<file path="src/rtl/mc_ctrl_pkg.sv">
// ---------------------------------------------------------------------------
// mc_ctrl_pkg
// Shared definitions for the multicycle MIPS main-control FSM:
//   - state_e      : FSM state enumeration
//   - OP_*         : instr[31:26] opcodes understood by the controller
//   - ALUOP_*      : aluop encodings consumed by the ALU decoder
//   - pcw_e        : condition under which the PC is loaded in a state
//   - ctrl_word_t  : per-state control word produced by mc_ctrl_outdec
//   - op_is_legal  : opcode acceptance check used in DECODE
// Optional feature macro: MC_MAINDEC_BNE_EN (makes opcode 000101 legal).
// ---------------------------------------------------------------------------
package mc_ctrl_pkg;

    typedef enum logic [3:0] {
        FETCH, DECODE, MEMADR, MEMRD, MEMWB, MEMWR,
        RTYPEEX, RTYPEWB, IMMEX, IMMWB, BEQEX, BNEEX, JEX
    } state_e;

    localparam logic [5:0] OP_RTYPE = 6'b000000;
    localparam logic [5:0] OP_J     = 6'b000010;
    localparam logic [5:0] OP_BEQ   = 6'b000100;
    localparam logic [5:0] OP_BNE   = 6'b000101;
    localparam logic [5:0] OP_ADDI  = 6'b001000;
    localparam logic [5:0] OP_SLTI  = 6'b001010;
    localparam logic [5:0] OP_ORI   = 6'b001101;
    localparam logic [5:0] OP_LUI   = 6'b001111;
    localparam logic [5:0] OP_LW    = 6'b100011;
    localparam logic [5:0] OP_SW    = 6'b101011;

    localparam logic [2:0] ALUOP_ADD   = 3'b000;
    localparam logic [2:0] ALUOP_SUB   = 3'b001;
    localparam logic [2:0] ALUOP_SLT   = 3'b010;
    localparam logic [2:0] ALUOP_OR    = 3'b011;
    localparam logic [2:0] ALUOP_RTYPE = 3'b100;
    localparam logic [2:0] ALUOP_LUI   = 3'b101;

    // PC load condition; resolved against mem_ready/zero in the top.
    typedef enum logic [2:0] {
        PCW_NEVER, PCW_READY, PCW_ZERO, PCW_NZERO, PCW_ALWAYS
    } pcw_e;

    // memwrite/irwrite are raw "this state writes" flags, still to be
    // qualified by mem_ready in the top.
    typedef struct packed {
        logic       memwrite;
        logic       irwrite;
        logic       regwrite;
        pcw_e       pcw;
        logic       alusrca;
        logic [1:0] alusrcb;
        logic       zeroext;
        logic       iord;
        logic       memtoreg;
        logic       regdst;
        logic [1:0] pcsrc;
        logic [2:0] aluop;
        logic       illegal_op;
    } ctrl_word_t;

    function automatic logic op_is_legal(input logic [5:0] op);
        logic ok;
        case (op)
            OP_LW, OP_SW, OP_RTYPE, OP_BEQ, OP_ADDI,
            OP_SLTI, OP_ORI, OP_LUI, OP_J:            ok = 1'b1;
`ifdef MC_MAINDEC_BNE_EN
            OP_BNE:                                   ok = 1'b1;
`endif
            default:                                  ok = 1'b0;
        endcase
        return ok;
    endfunction

endpackage

</file>
<file path="src/rtl/mc_maindec_if.sv">
// ---------------------------------------------------------------------------
// mc_maindec_if
// Bundle between the main-control FSM and the datapath/memory.
//   op, zero, mem_ready          : datapath -> controller
//   memwrite .. illegal_op       : controller -> datapath
// Modports: master = controller (mc_maindec), slave = datapath side.
// ---------------------------------------------------------------------------
interface mc_maindec_if;
    logic [5:0] op;
    logic       zero;
    logic       mem_ready;
    logic       memwrite;
    logic       irwrite;
    logic       regwrite;
    logic       pcwrite;
    logic       alusrca;
    logic [1:0] alusrcb;
    logic       zeroext;
    logic       iord;
    logic       memtoreg;
    logic       regdst;
    logic [1:0] pcsrc;
    logic [2:0] aluop;
    logic       illegal_op;

    modport master (
        input  op, zero, mem_ready,
        output memwrite, irwrite, regwrite, pcwrite, alusrca, alusrcb,
               zeroext, iord, memtoreg, regdst, pcsrc, aluop, illegal_op
    );

    modport slave (
        output op, zero, mem_ready,
        input  memwrite, irwrite, regwrite, pcwrite, alusrca, alusrcb,
               zeroext, iord, memtoreg, regdst, pcsrc, aluop, illegal_op
    );
endinterface

</file>
<file path="src/rtl/mc_ctrl_outdec.sv">
// ---------------------------------------------------------------------------
// mc_ctrl_outdec
// Purely combinational Moore output decode: (state, op) -> ctrl_word_t.
// op is only consulted in DECODE (illegal detection) and in IMMEX/IMMWB
// (per-instruction aluop/zeroext); the IR holds it stable there.
// Ports:
//   state_i  in   state_e      current (reset-overridden) FSM state
//   op_i     in   6            instr[31:26]
//   ctrl_o   out  ctrl_word_t  raw control word (strobes not yet gated)
// Optional feature macro: MC_MAINDEC_BNE_EN (enables the BNEEX decode).
// ---------------------------------------------------------------------------
module mc_ctrl_outdec
    import mc_ctrl_pkg::*;
(
    input  state_e     state_i,
    input  logic [5:0] op_i,
    output ctrl_word_t ctrl_o
);

    always_comb begin
        // NOTE: default every field up front so no path through the case
        // leaves a bit unassigned, which would infer a latch.
        ctrl_o     = '0;
        ctrl_o.pcw = PCW_NEVER;
        case (state_i)
            FETCH: begin
                ctrl_o.irwrite = 1'b1;
                ctrl_o.pcw     = PCW_READY;
                ctrl_o.alusrcb = 2'b01;
            end
            DECODE: begin
                ctrl_o.alusrcb    = 2'b11;
                ctrl_o.illegal_op = !op_is_legal(op_i);
            end
            MEMADR: begin
                ctrl_o.alusrca = 1'b1;
                ctrl_o.alusrcb = 2'b10;
            end
            MEMRD:  ctrl_o.iord = 1'b1;
            MEMWB: begin
                ctrl_o.memtoreg = 1'b1;
                ctrl_o.regwrite = 1'b1;
            end
            MEMWR: begin
                ctrl_o.iord     = 1'b1;
                ctrl_o.memwrite = 1'b1;
            end
            RTYPEEX: begin
                ctrl_o.alusrca = 1'b1;
                ctrl_o.aluop   = ALUOP_RTYPE;
            end
            RTYPEWB: begin
                ctrl_o.regdst   = 1'b1;
                ctrl_o.regwrite = 1'b1;
            end
            IMMEX, IMMWB: begin
                // aluop/zeroext stay valid through writeback so the ALU
                // result on the writeback path does not change.
                case (op_i)
                    OP_SLTI: ctrl_o.aluop = ALUOP_SLT;
                    OP_ORI:  ctrl_o.aluop = ALUOP_OR;
                    OP_LUI:  ctrl_o.aluop = ALUOP_LUI;
                    default: ctrl_o.aluop = ALUOP_ADD;
                endcase
                ctrl_o.zeroext = (op_i == OP_ORI);
                if (state_i == IMMEX) begin
                    ctrl_o.alusrca = 1'b1;
                    ctrl_o.alusrcb = 2'b10;
                end else begin
                    ctrl_o.regwrite = 1'b1;
                end
            end
            BEQEX: begin
                ctrl_o.alusrca = 1'b1;
                ctrl_o.aluop   = ALUOP_SUB;
                ctrl_o.pcsrc   = 2'b01;
                ctrl_o.pcw     = PCW_ZERO;
            end
`ifdef MC_MAINDEC_BNE_EN
            BNEEX: begin
                ctrl_o.alusrca = 1'b1;
                ctrl_o.aluop   = ALUOP_SUB;
                ctrl_o.pcsrc   = 2'b01;
                ctrl_o.pcw     = PCW_NZERO;
            end
`endif
            JEX: begin
                ctrl_o.pcsrc = 2'b10;
                ctrl_o.pcw   = PCW_ALWAYS;
            end
            default: ;
        endcase
    end

endmodule

</file>
<file path="src/rtl/mc_maindec.sv">
// ---------------------------------------------------------------------------
// mc_maindec
// Multicycle MIPS main-control FSM (Moore). Sequences fetch/decode/execute/
// mem/writeback and drives datapath enables, mux selects and aluop for the
// downstream ALU decoder. Memory is single-ported with a mem_ready handshake.
// Ports:
//   clk    in   1   clock, rising edge
//   reset  in   1   synchronous, active-high
//   bus    mc_maindec_if.master
//          in : op[5:0], zero, mem_ready
//          out: memwrite, irwrite, regwrite, pcwrite, alusrca, alusrcb[1:0],
//               zeroext, iord, memtoreg, regdst, pcsrc[1:0], aluop[2:0],
//               illegal_op
// Optional feature macro: MC_MAINDEC_BNE_EN (adds bne via BNEEX).
// ---------------------------------------------------------------------------
module mc_maindec
    import mc_ctrl_pkg::*;
(
    input  logic          clk,
    input  logic          reset,
    mc_maindec_if.master  bus
);

    state_e     state_q, state_d;
    state_e     dec_state;
    ctrl_word_t cw;
    logic       pc_en;

    // NOTE: sequential state uses non-blocking assignment so every flop
    // samples pre-edge values regardless of process ordering.
    always_ff @(posedge clk) begin
        if (reset) state_q <= FETCH;
        else       state_q <= state_d;
    end

    always_comb begin
        state_d = state_q;
        case (state_q)
            FETCH:  if (bus.mem_ready) state_d = DECODE;
            DECODE: begin
                case (bus.op)
                    OP_LW, OP_SW:                     state_d = MEMADR;
                    OP_RTYPE:                         state_d = RTYPEEX;
                    OP_BEQ:                           state_d = BEQEX;
                    OP_ADDI, OP_SLTI, OP_ORI, OP_LUI: state_d = IMMEX;
                    OP_J:                             state_d = JEX;
`ifdef MC_MAINDEC_BNE_EN
                    OP_BNE:                           state_d = BNEEX;
`endif
                    default:                          state_d = FETCH;
                endcase
            end
            MEMADR:  state_d = (bus.op == OP_SW) ? MEMWR : MEMRD;
            MEMRD:   if (bus.mem_ready) state_d = MEMWB;
            MEMWR:   if (bus.mem_ready) state_d = FETCH;
            RTYPEEX: state_d = RTYPEWB;
            IMMEX:   state_d = IMMWB;
            default: state_d = FETCH;
        endcase
    end

    // During reset the selects show FETCH values regardless of the stale
    // state register, and all strobes are suppressed below.
    assign dec_state = reset ? FETCH : state_q;

    mc_ctrl_outdec u_outdec (
        .state_i (dec_state),
        .op_i    (bus.op),
        .ctrl_o  (cw)
    );

    always_comb begin
        case (cw.pcw)
            PCW_READY:  pc_en = bus.mem_ready;
            PCW_ZERO:   pc_en = bus.zero;
            PCW_NZERO:  pc_en = !bus.zero;
            PCW_ALWAYS: pc_en = 1'b1;
            default:    pc_en = 1'b0;
        endcase
    end

    assign bus.memwrite   = !reset && cw.memwrite && bus.mem_ready;
    assign bus.irwrite    = !reset && cw.irwrite  && bus.mem_ready;
    assign bus.regwrite   = !reset && cw.regwrite;
    assign bus.pcwrite    = !reset && pc_en;
    assign bus.illegal_op = !reset && cw.illegal_op;
    assign bus.alusrca    = cw.alusrca;
    assign bus.alusrcb    = cw.alusrcb;
    assign bus.zeroext    = cw.zeroext;
    assign bus.iord       = cw.iord;
    assign bus.memtoreg   = cw.memtoreg;
    assign bus.regdst     = cw.regdst;
    assign bus.pcsrc      = cw.pcsrc;
    assign bus.aluop      = cw.aluop;

endmodule

</file>
<file path="src/flat_wrapper.sv">
// flat-port wrapper written by rule: the top's interface ports become plain ports
module mc_maindec_flat import mc_ctrl_pkg::*;
  (clk, reset, bus_op, bus_zero, bus_mem_ready, bus_memwrite, bus_irwrite, bus_regwrite, bus_pcwrite, bus_alusrca, bus_alusrcb, bus_zeroext, bus_iord, bus_memtoreg, bus_regdst, bus_pcsrc, bus_aluop, bus_illegal_op);
  mc_maindec_if bus_i ();
  input  logic clk;
  input  logic reset;
  input wire logic [$bits(bus_i.op)-1:0] bus_op;
  input wire logic [$bits(bus_i.zero)-1:0] bus_zero;
  input wire logic [$bits(bus_i.mem_ready)-1:0] bus_mem_ready;
  output wire logic [$bits(bus_i.memwrite)-1:0] bus_memwrite;
  output wire logic [$bits(bus_i.irwrite)-1:0] bus_irwrite;
  output wire logic [$bits(bus_i.regwrite)-1:0] bus_regwrite;
  output wire logic [$bits(bus_i.pcwrite)-1:0] bus_pcwrite;
  output wire logic [$bits(bus_i.alusrca)-1:0] bus_alusrca;
  output wire logic [$bits(bus_i.alusrcb)-1:0] bus_alusrcb;
  output wire logic [$bits(bus_i.zeroext)-1:0] bus_zeroext;
  output wire logic [$bits(bus_i.iord)-1:0] bus_iord;
  output wire logic [$bits(bus_i.memtoreg)-1:0] bus_memtoreg;
  output wire logic [$bits(bus_i.regdst)-1:0] bus_regdst;
  output wire logic [$bits(bus_i.pcsrc)-1:0] bus_pcsrc;
  output wire logic [$bits(bus_i.aluop)-1:0] bus_aluop;
  output wire logic [$bits(bus_i.illegal_op)-1:0] bus_illegal_op;
  assign bus_i.op = bus_op;
  assign bus_i.zero = bus_zero;
  assign bus_i.mem_ready = bus_mem_ready;
  assign bus_memwrite = bus_i.memwrite;
  assign bus_irwrite = bus_i.irwrite;
  assign bus_regwrite = bus_i.regwrite;
  assign bus_pcwrite = bus_i.pcwrite;
  assign bus_alusrca = bus_i.alusrca;
  assign bus_alusrcb = bus_i.alusrcb;
  assign bus_zeroext = bus_i.zeroext;
  assign bus_iord = bus_i.iord;
  assign bus_memtoreg = bus_i.memtoreg;
  assign bus_regdst = bus_i.regdst;
  assign bus_pcsrc = bus_i.pcsrc;
  assign bus_aluop = bus_i.aluop;
  assign bus_illegal_op = bus_i.illegal_op;
  mc_maindec u_core (.clk(clk), .reset(reset), .bus(bus_i));
endmodule
</file>
<file path="config.mk">
export PLATFORM = sky130hd
export DESIGN_NAME = mc_maindec_flat
export DESIGN_NICKNAME = d
export VERILOG_FILES = /design/src/rtl/mc_ctrl_pkg.sv /design/src/rtl/mc_maindec_if.sv /design/src/rtl/mc_ctrl_outdec.sv /design/src/rtl/mc_maindec.sv /design/src/flat_wrapper.sv
export SDC_FILE = /design/constraint.sdc
export NUM_CORES = 1
export LEC_CHECK = 0
export CAP_MARGIN = 15
export CORE_MARGIN = 8
export CORE_UTILIZATION = 47
export CTS_BUF_LIST = sky130_fd_sc_hd__clkbuf_8
export DETAILED_ROUTE_END_ITERATION = 8
export GPL_TIMING_DRIVEN = 0
export PLACE_DENSITY = 0.87
export SETUP_SLACK_MARGIN = 0.05
export SYNTH_ARGS = -nofsm -noshare
export SYNTH_HDL_FRONTEND = slang
export SYNTH_SLANG_ARGS = --single-unit
</file>
<file path="constraint.sdc">
create_clock -name clk -period 2 [get_ports clk]
set_input_delay 0.3 -clock clk [delete_from_list [all_inputs] [get_ports clk]]
set_output_delay 0.3 -clock clk [all_outputs]
set_load 0.05 [all_outputs]
</file>
==> impl_results.md <==
- DRC viols: 0
- Grt ovf: 0
- Mux contribution to synthesized area: 0%
- Core area: 1300 um2
- Initial antenna violation count: 0
- Vias after detailed routing: 818
- Dpl ws: -653 ps
- Top Registers: u_core.state_q (4)
- Synthesized-area fraction occupied by adder cells: 0%
- First-pass GRT wire length: 3.40 mm
- Top post-synthesis cells by count: 10 x nor2_1, 6 x a21oi_1, 6 x inv_1, 6 x nand2_1, 6 x o21ai_0
- Post-synthesis compound-gate area fraction: 27.7%
- Final wirelength: 2.08 mm
- Initial Utilization: 50.3%
- Final setup margin: 87.0 ps
- GPL Wtd Cong: 0.815
- Yosys top cell by area: dfxtp_1
- DRT Pass-1 Iters: 4
- Sequential Area: 80.1 um2
- Netlist cell types: 41
- Post-synth top area share: 12.2%
- Max cap viols: 0
- GRT Overall Usage: 15.4%
- Worst skew pair latency: 220 ps
- Hold Fails Final Rpt: 0
- Fmax: 0.523 GHz
- Nets: 133
- Io pins: 27
- CTS tree: built
- Required time worst endpoint: 1700 ps
- Core Util, Final: 73.8%
- Post-Syn Instances: 93
- PD cells: 392 nW/um2
- Vias per cell: 6.01
- CTS clk-pin slew, worst paths: 30 ps
- Dpl hpwl: 1.58 mm
- XOR/XNOR share of the synthesized area: 2.68%
- Synthesized Nets: 103
- Slew HR: 75.1%
- Top FF cell, synth: dfxtp_1
- Sequential share of the synthesized area: 12.2%
- CP endpoint kind: output pin
- Final Critical Period: 1910 ps
- WL per Instance: 15.3 um
- CP Max Fanout: 10
- # rows: 13
- Post-Syn Area: 654 um2
- Largest net degree at the start of global routing: 11
- Post-synth EDFFs: 0
- # diodes: 0
- Crit Path Class: reg -> out
- Simple-gate share of the synthesized area: 45.3%
- Pint: 257 uW
- Max reg flops: 4
- Largest family of logic cells by synthesized area: simple AND/OR/NAND/NOR gates
- TritonCTS Sinks: 4
- RSZ-0062 raised after global routing: true
- Net Sw Frac: 31.9%
- Crit start category: flip-flop
- DRT iter0 DRCs: 14
- Logic gate share of total power: 31.1%
- FILL cells: 120
- Clock buffer count from CTS: 3
- # Post-CTS Setup Buffers: 0
- Share of cells above drive strength 1: 33.9%
- Critical Path AT: 1610 ps
- Die width: 53.3 um
- Number of global-route vias before repair: 779
- Register bit total from synthesis: 4
- Clk pwr share: 46.7%
- Fin crit share: 95.6%
- Total die area: 2840 um2
- Lkg Pwr: 0.448 nW
- Layout Skew: 2.30 ps
- Hold Crit Class: in -> reg
- Area of the multi-input gates: 533 um2
- CTS Buffer Depth: 2
- Reg power frac: 22.3%
- WHS: 481 ps
- Final TNS setup: 0 ps
- Peak supply drop: 0.287 mV
- Leading post-synthesis cells by cell area: dfxtp_1 12%, nor2_1 5.7%, a21oi_1 4.6%, and4b_1 4.6%, o21ai_0 4.6%
- Setup violators final: 0
- Biggest register: u_core.state_q
- Syn Area/Cell: 7.04 um2
- IO buf count: 25
- Synth warn: 0
- H-tree levels: 1
- Ys async rst share: 0%
- Worst slew pin tran: 372 ps
- Outcome: finished, final reports clean
- Clock root cell: clkbuf_8
- Area Overhead vs Synth: 46.8%
- CTS Hold Bufs: 0
- Antenna-violating nets left: 0
- Most frequent cell after synthesis: nor2_1
- Slew Limit Fails: 0
- Die span in y: 53.3 um
- Switch Pwr: 120 uW
## layer usage
layer	global-route usage (%)	vias to the layer above	wire length (um)
met5	0	-	0
met4	5.04	0	10
met3	4.76	2	161
met2	25.6	33	1000
met1	18.1	380	910
li1	-	403	-
## area by class of cell
cell class | count | area share (%)
Sequential cell | 4 | 8.33
Clock buffer | 3 | 4.30
Multi-Input combinational cell | 75 | 55.5
Buffer | 7 | 6.12
Tap cell | 15 | 1.95
Inverter | 7 | 2.73
Timing Repair Buffer | 25 | 21.1
## critical path, cell delays in order (launching register included)
cell	delay [ps]
dfxtp_1	450
buf_2	270
nand2b_1	140
a2bb2oi_1	150
nor2_1	50
clkdlybuf4s15_2	330
## stage by stage
step	power, mW	instance area, um2	std cells
2_1_floorplan	0.157	681	93
3_3_place_gp	0.201	950	133
3_5_place_dp	0.203	950	133
4_1_cts	0.376	943	136
5_1_grt	0.395	961	136
6_report	0.377	961	136
## power groups by stage
stage | logic, mW | registers, mW | clock network [mW]
final | 0.117 | 0.0838 | 0.176
after global routing | 0.126 | 0.0840 | 0.186
after CTS | 0.114 | 0.0836 | 0.178
after detailed placement | 0.118 | 0.0848 | 0
after global placement | 0.116 | 0.0847 | 0
after floorplan | 0.0729 | 0.0844 | 0
## placed cells by master, fill, tap and decap left out, types with 4 or more instances in the layout
cell type and count:
a21oi_1 6, buf_2 9, buf_4 6, dfxtp_1 4, inv_1 6, nand2_1 6
nor2_1 8, o21ai_0 6
## final timing paths
check | slack (ps) | cells after the start | start | end
worst min register to register | 690 | 3 | u_core.state_q[0]$_SDFFE_PP0P_ | u_core.state_q[1]$_SDFFE_PP0P_
worst min-delay path | 480 | 4 | bus_op[0] | u_core.state_q[3]$_SDFFE_PP0P_
worst max-delay path | 90 | 5 | u_core.state_q[3]$_SDFFE_PP0P_ | bus_regwrite
worst max register to register | 780 | 4 | u_core.state_q[1]$_SDFFE_PP0P_ | u_core.state_q[0]$_SDFFE_PP0P_
## kinds of logic after synthesis
logic type,after synthesis
simple gates,47
compound gates,26
buf+inv,14
flops,4
xor+xnor,2
## what timing repair did
item,in CTS,in global routing
cloned,0,0
resized for setup,84,16
setup endpoints to repair,17,10
endpoints found under the hold margin,0,0
Note: power is estimated with default switching activity, not from simulation.
